### src/rtl/sram_arb_ctrl.sv
// sram_arb_ctrl: two-requester arbiter and sequencer for a single SRAM port wrapper.
// Latency: request sampled in IDLE -> ack WAIT_CYCLES+2 cycles later; one transaction per WAIT_CYCLES+3 cycles.
// Backpressure: requesters hold req until their one-cycle ack; requests are only looked at in IDLE.
//
// Ports: clk/rst (async active-high), a_*/b_* requester interfaces (req/we/addr/wdata in,
// ack/rdata out), sram_* wrapper interface (Address/Input/write/read out, Output in), busy.
// Optional build macro SRAM_ARB_RR_EN: round-robin on simultaneous requests
// (default: requester A has fixed priority).
module sram_arb_ctrl #(
  parameter int WAIT_CYCLES = 2
) (
  input  logic        clk,
  input  logic        rst,
  input  logic        a_req,
  input  logic        a_we,
  input  logic [19:0] a_addr,
  input  logic [15:0] a_wdata,
  output logic        a_ack,
  output logic [15:0] a_rdata,
  input  logic        b_req,
  input  logic        b_we,
  input  logic [19:0] b_addr,
  input  logic [15:0] b_wdata,
  output logic        b_ack,
  output logic [15:0] b_rdata,
  output logic [19:0] sram_Address,
  output logic [15:0] sram_Input,
  input  logic [15:0] sram_Output,
  output logic        sram_write,
  output logic        sram_read,
  output logic        busy
);

  typedef enum logic [1:0] {IDLE, SETUP, ACCESS, DONE} state_t;

  localparam logic [3:0] CNT_LOAD = 4'(WAIT_CYCLES - 1);

  state_t      state_q, state_d;
  logic [3:0]  cnt_q, cnt_d;
  logic        gnt_b_q, gnt_b_d;   // 1: transaction in flight belongs to B
  logic        we_q, we_d;
  logic [19:0] addr_q, addr_d;
  logic [15:0] wdata_q, wdata_d;
  logic        sram_write_q, sram_write_d;
  logic        sram_read_q, sram_read_d;
  logic        a_ack_q, a_ack_d;
  logic        b_ack_q, b_ack_d;
  logic        busy_q, busy_d;
  logic [15:0] a_rdata_q, a_rdata_d;
  logic [15:0] b_rdata_q, b_rdata_d;
  logic        pick_b;

`ifdef SRAM_ARB_RR_EN
  logic        last_b_q, last_b_d;  // 1: last grant went to B

  // On a tie, the requester that was not granted last wins.
  assign pick_b = b_req && (!a_req || !last_b_q);
`else
  assign pick_b = b_req && !a_req;
`endif

  always_comb begin
    state_d      = state_q;
    cnt_d        = cnt_q;
    gnt_b_d      = gnt_b_q;
    we_d         = we_q;
    addr_d       = addr_q;
    wdata_d      = wdata_q;
    sram_write_d = sram_write_q;
    sram_read_d  = sram_read_q;
    a_ack_d      = 1'b0;
    b_ack_d      = 1'b0;
    a_rdata_d    = a_rdata_q;
    b_rdata_d    = b_rdata_q;
`ifdef SRAM_ARB_RR_EN
    last_b_d     = last_b_q;
`endif
    case (state_q)
      IDLE: begin
        if (a_req || b_req) begin
          gnt_b_d = pick_b;
          we_d    = pick_b ? b_we    : a_we;
          addr_d  = pick_b ? b_addr  : a_addr;
          wdata_d = pick_b ? b_wdata : a_wdata;
          state_d = SETUP;
`ifdef SRAM_ARB_RR_EN
          last_b_d = pick_b;
`endif
        end
      end
      SETUP: begin
        state_d      = ACCESS;
        cnt_d        = CNT_LOAD;
        sram_write_d = we_q;
        sram_read_d  = !we_q;
      end
      ACCESS: begin
        if (cnt_q == 4'd0) begin
          state_d      = DONE;
          sram_write_d = 1'b0;
          sram_read_d  = 1'b0;
          // Capture on the final strobe cycle so rdata is valid alongside ack.
          if (!we_q) begin
            if (gnt_b_q) b_rdata_d = sram_Output;
            else         a_rdata_d = sram_Output;
          end
          a_ack_d = !gnt_b_q;
          b_ack_d = gnt_b_q;
        end else begin
          cnt_d = cnt_q - 4'd1;
        end
      end
      DONE: begin
        state_d = IDLE;
      end
      default: state_d = IDLE;
    endcase
    busy_d = (state_d != IDLE);
  end

  always_ff @(posedge clk or posedge rst) begin
    if (rst) begin
      state_q      <= IDLE;
      cnt_q        <= 4'd0;
      gnt_b_q      <= 1'b0;
      we_q         <= 1'b0;
      addr_q       <= 20'd0;
      wdata_q      <= 16'd0;
      sram_write_q <= 1'b0;
      sram_read_q  <= 1'b0;
      a_ack_q      <= 1'b0;
      b_ack_q      <= 1'b0;
      busy_q       <= 1'b0;
      a_rdata_q    <= 16'd0;
      b_rdata_q    <= 16'd0;
`ifdef SRAM_ARB_RR_EN
      last_b_q     <= 1'b1;
`endif
    end else begin
      state_q      <= state_d;
      cnt_q        <= cnt_d;
      gnt_b_q      <= gnt_b_d;
      we_q         <= we_d;
      addr_q       <= addr_d;
      wdata_q      <= wdata_d;
      sram_write_q <= sram_write_d;
      sram_read_q  <= sram_read_d;
      a_ack_q      <= a_ack_d;
      b_ack_q      <= b_ack_d;
      busy_q       <= busy_d;
      a_rdata_q    <= a_rdata_d;
      b_rdata_q    <= b_rdata_d;
`ifdef SRAM_ARB_RR_EN
      last_b_q     <= last_b_d;
`endif
    end
  end

  assign sram_Address = addr_q;
  assign sram_Input   = wdata_q;
  assign sram_write   = sram_write_q;
  assign sram_read    = sram_read_q;
  assign a_ack        = a_ack_q;
  assign b_ack        = b_ack_q;
  assign a_rdata      = a_rdata_q;
  assign b_rdata      = b_rdata_q;
  assign busy         = busy_q;

endmodule

### config.mk
export PLATFORM = sky130hd
export DESIGN_NAME = sram_arb_ctrl
export DESIGN_NICKNAME = d
export VERILOG_FILES = /design/src/rtl/sram_arb_ctrl.sv
export SDC_FILE = /design/constraint.sdc
export NUM_CORES = 1
export LEC_CHECK = 0
export CAP_MARGIN = 10
export CORE_AREA = 8 8 107 109
export DETAILED_ROUTE_END_ITERATION = 6
export DIE_AREA = 0 0 115 117
export PLACE_DENSITY = 0.75
export SLEW_MARGIN = 20
export SYNTH_ARGS = -nofsm -noshare
export SYNTH_HDL_FRONTEND = slang
export SYNTH_SLANG_ARGS = --single-unit
### constraint.sdc
create_clock -name clk -period 2.4 [get_ports clk]
set_input_delay 0.36 -clock clk [delete_from_list [all_inputs] [get_ports clk]]
set_output_delay 0.36 -clock clk [all_outputs]
set_load 0.01 [all_outputs]
==> results.json <==
{
  "dp_hpwl_um": 7370,
  "cts-resized-gates": 0,
  "worst_slew_pin_slew_ps": 454.3,
  "drt-initial-drc-count": 79,
  "pre_cts_slack_ps": 397.2,
  "gp_congestion": 0.7433,
  "grt_overflow": 0,
  "synth-seq-cells": 81,
  "period_share_pct": 82.49,
  "antenna_left": 0,
  "cts_setup_buffers": 0,
  "crit_arrival_ps": 2210,
  "cts.reportedPaths.clkPinSlew_ps": 80,
  "start_util_pct": 35.36,
  "crit_start": "cnt_q[0]$_DFFE_PP0P_",
  "ys_warn_count": 0,
  "relSlewSlack_pct": 69.71,
  "yosysSeqAreaShare_pct": 57.86,
  "num_vias": 2706,
  "clock_sinks": 81,
  "tns_ps": 0,
  "cts_tree": "done",
  "grt_util_met3_pct": 8.158,
  "cp_max_fo": 16,
  "die_w_um": 115,
  "crit_path_end_kind": "flip-flop",
  "grt_util_met2_pct": 22.92,
  "vdd.ir_drop.worst_uv": 529.1,
  "synth_area_sq_mm": 0.003503,
  "track_usage_pct": 14.17,
  "fin_skew_ps": 7.566,
  "cap_violations": 0,
  "hold_viol_final": 0,
  "rsz0062_at_grt": "false",
  "cts_root_buf": "clkbuf_8",
  "drt-vias-per-instance": 4.548,
  "drv_slew": 0,
  "dieArea_sq_mm": 0.01346,
  "finalSetupViolations": 0,
  "clock_path_buffers": 2,
  "grt_max_degree": 82,
  "drt-pass1-iter-count": 4,
  "post_synth_inst_count": 288,
  "worstSetupPathType": "flip-flop to flip-flop",
  "fmax_mhz": 505.1,
  "antenna_found_initial": 0,
  "drc": 0,
  "grt_busiest_layer": "met2",
  "netlist.area_leader.share_pct": 57.86,
  "syn_to_final_growth_pct": 58.57,
  "syn-mean-instance-area_sq_um": 12.16,
  "num_io_pins": 167,
  "r2r_start": "cnt_q[0]$_DFFE_PP0P_",
  "start_kind": "flip-flop",
  "ys_types": 25,
  "synth_nets": 388,
  "chipHeight_um": 117,
  "leakagePower_nw": 2.502,
  "grtUsageMet1_pct": 15.12,
  "grt_pass1_vias": 2930,
  "cts_max_level": 3,
  "portBuffers": 166,
  "ctsHoldBuffers": 0,
  "register_area_sq_mm": 0.002027,
  "yosys-top-cells-area": "dfrtp_1 58%, mux2i_1 11%, mux2_2 11%",
  "nNetsFinal": 554,
  "period_minus_slack_ps": 1980,
  "synth_top_area_cell": "dfrtp_1",
  "antenna_cells": 0,
  "status": "complete, no violations",
  "clock_latency_ps": 340,
  "power.density_mw_per_mm2": 1166,
  "design.core.area_sq_mm": 0.009907,
  "detail_route.wl_per_cell_um": 15.96,
  "hold_class": "input pin to async pin",
  "worst_slack_ps": 420.3,
  "cts-buffers-inserted": 9,
  "grt_pass1_wl_um": 14650,
  "num_rows": 37,
  "fill_cells": 904,
  "layout-drive-gt1-share_pct": 13.29,
  "wl_um": 9499,
  "multi_input_area_sq_mm": 0.001373,
  "worst-endpoint-required_ps": 2630,
  "r2r_setup_slack_ps": 420
}
## layer usage
layer / routed length (um) / vias to the layer above
met5: 0 / -
met2: 4340 / 122
met1: 3770 / 1244
met3: 1199 / 13
li1: - / 1327
met4: 188 / 0
## registers in the layout, summed over array words and instances (netlist names)
signal        flops
sram_Address     20
b_ack             1
sram_write        1
cnt_q             4
gnt_b_q           1
a_rdata          16
sram_read         1
busy              1
state_q           2
b_rdata          16
we_q              1
a_ack             1
sram_Input       16
## worst paths after layout
path	endpoint	cells past startpoint
worst max-delay path	b_rdata[5]$_DFFE_PP0P_	6
worst min-delay path	a_rdata[13]$_DFFE_PP0P_	3
worst max register to register	b_rdata[5]$_DFFE_PP0P_	6
worst min register to register	sram_Address[18]$_DFFE_PP0P_	2
max in group asynchronous	a_rdata[14]$_DFFE_PP0P_	3
min in group clk	sram_Address[18]$_DFFE_PP0P_	2
## metrics by stage
stage          util [%]  hold WS [ps]  total power, W  instance area [sq um]  cells
2_1_floorplan         -         449.6        0.003730                   3507    288
3_3_place_gp      53.86         460.1        0.005370                   5336    579
3_5_place_dp      53.86         469.1        0.005478                   5336    579
4_1_cts           56.07         488.0        0.006581                   5555    595
5_1_grt           56.07         485.5        0.006943                   5555    595
6_report          56.07         451.9        0.006478                   5555    595
## where the power goes
part,internal [W],switching [W],total (W)
clock network,0.000585,0.000496,0.00108
registers,0.00202,0.000359,0.00238
logic,0.00172,0.00129,0.00302
total,0.00433,0.00215,0.00648
## layout by cell type, fill, tap and decap left out, types with 2 or more instances in the layout
master,count
a21oi_1,4
clkinv_2,2
nand2b_1,2
ha_1,6
inv_1,6
clkinv_4,2
clkinvlp_4,2
o21ai_0,41
mux2i_1,39
nand2_1,40
buf_4,2
bufinv_16,2
clkbuf_8,9
buf_12,3
mux2_2,33
clkdlybuf4s50_1,166
o22ai_1,3
nor2_1,4
dfrtp_1,81
## area by class of cell
| class | count | area share (%) |
|---|---|---|
| inverter | 7 | 0.5405 |
| tap | 136 | 3.063 |
| multi-input combinational | 184 | 24.71 |
| timing repair buffer | 171 | 31.26 |
| clock inverter | 7 | 1.712 |
| sequential | 81 | 36.49 |
| clock buffer | 9 | 2.230 |
## Yosys cell counts
cell type / n
buf_2: 4
a21oi_1: 4
nand2b_1: 3
nand3_2: 1
or4b_1: 1
or4b_2: 1
o21ai_0: 42
and3_1: 1
nor2b_1: 1
inv_1: 7
buf_8: 1
o22ai_1: 3
buf_6: 2
clkbuf_1: 9
mux2_2: 33
nor3b_4: 1
and4_1: 1
a31oi_1: 1
dfrtp_1: 81
nand2_1: 40
or3_1: 1
or2_2: 1
mux2i_1: 39
nor2_1: 4
ha_1: 6
## critical path, cell delays in order, from the launching register on
cell and delay, ps:
dfrtp_1 380, inv_1 100, ha_1 200, nor3b_4 330, and4_1 240, buf_4 250
mux2_2 370
## logic make-up (layout without fill, tap and decap cells)
| kind of cell | Yosys count | in the layout | share of synthesized area, % |
|---|---|---|---|
| buf+inv | 23 | 194 | 3.357 |
| mux | 72 | 72 | 21.75 |
| compound gates | 50 | 50 | 7.286 |
| fa+ha+maj | 6 | 6 | 2.143 |
| flops | 81 | 81 | 57.86 |
| simple gates | 56 | 56 | 7.608 |
Power figures use the tool's default switching activity.
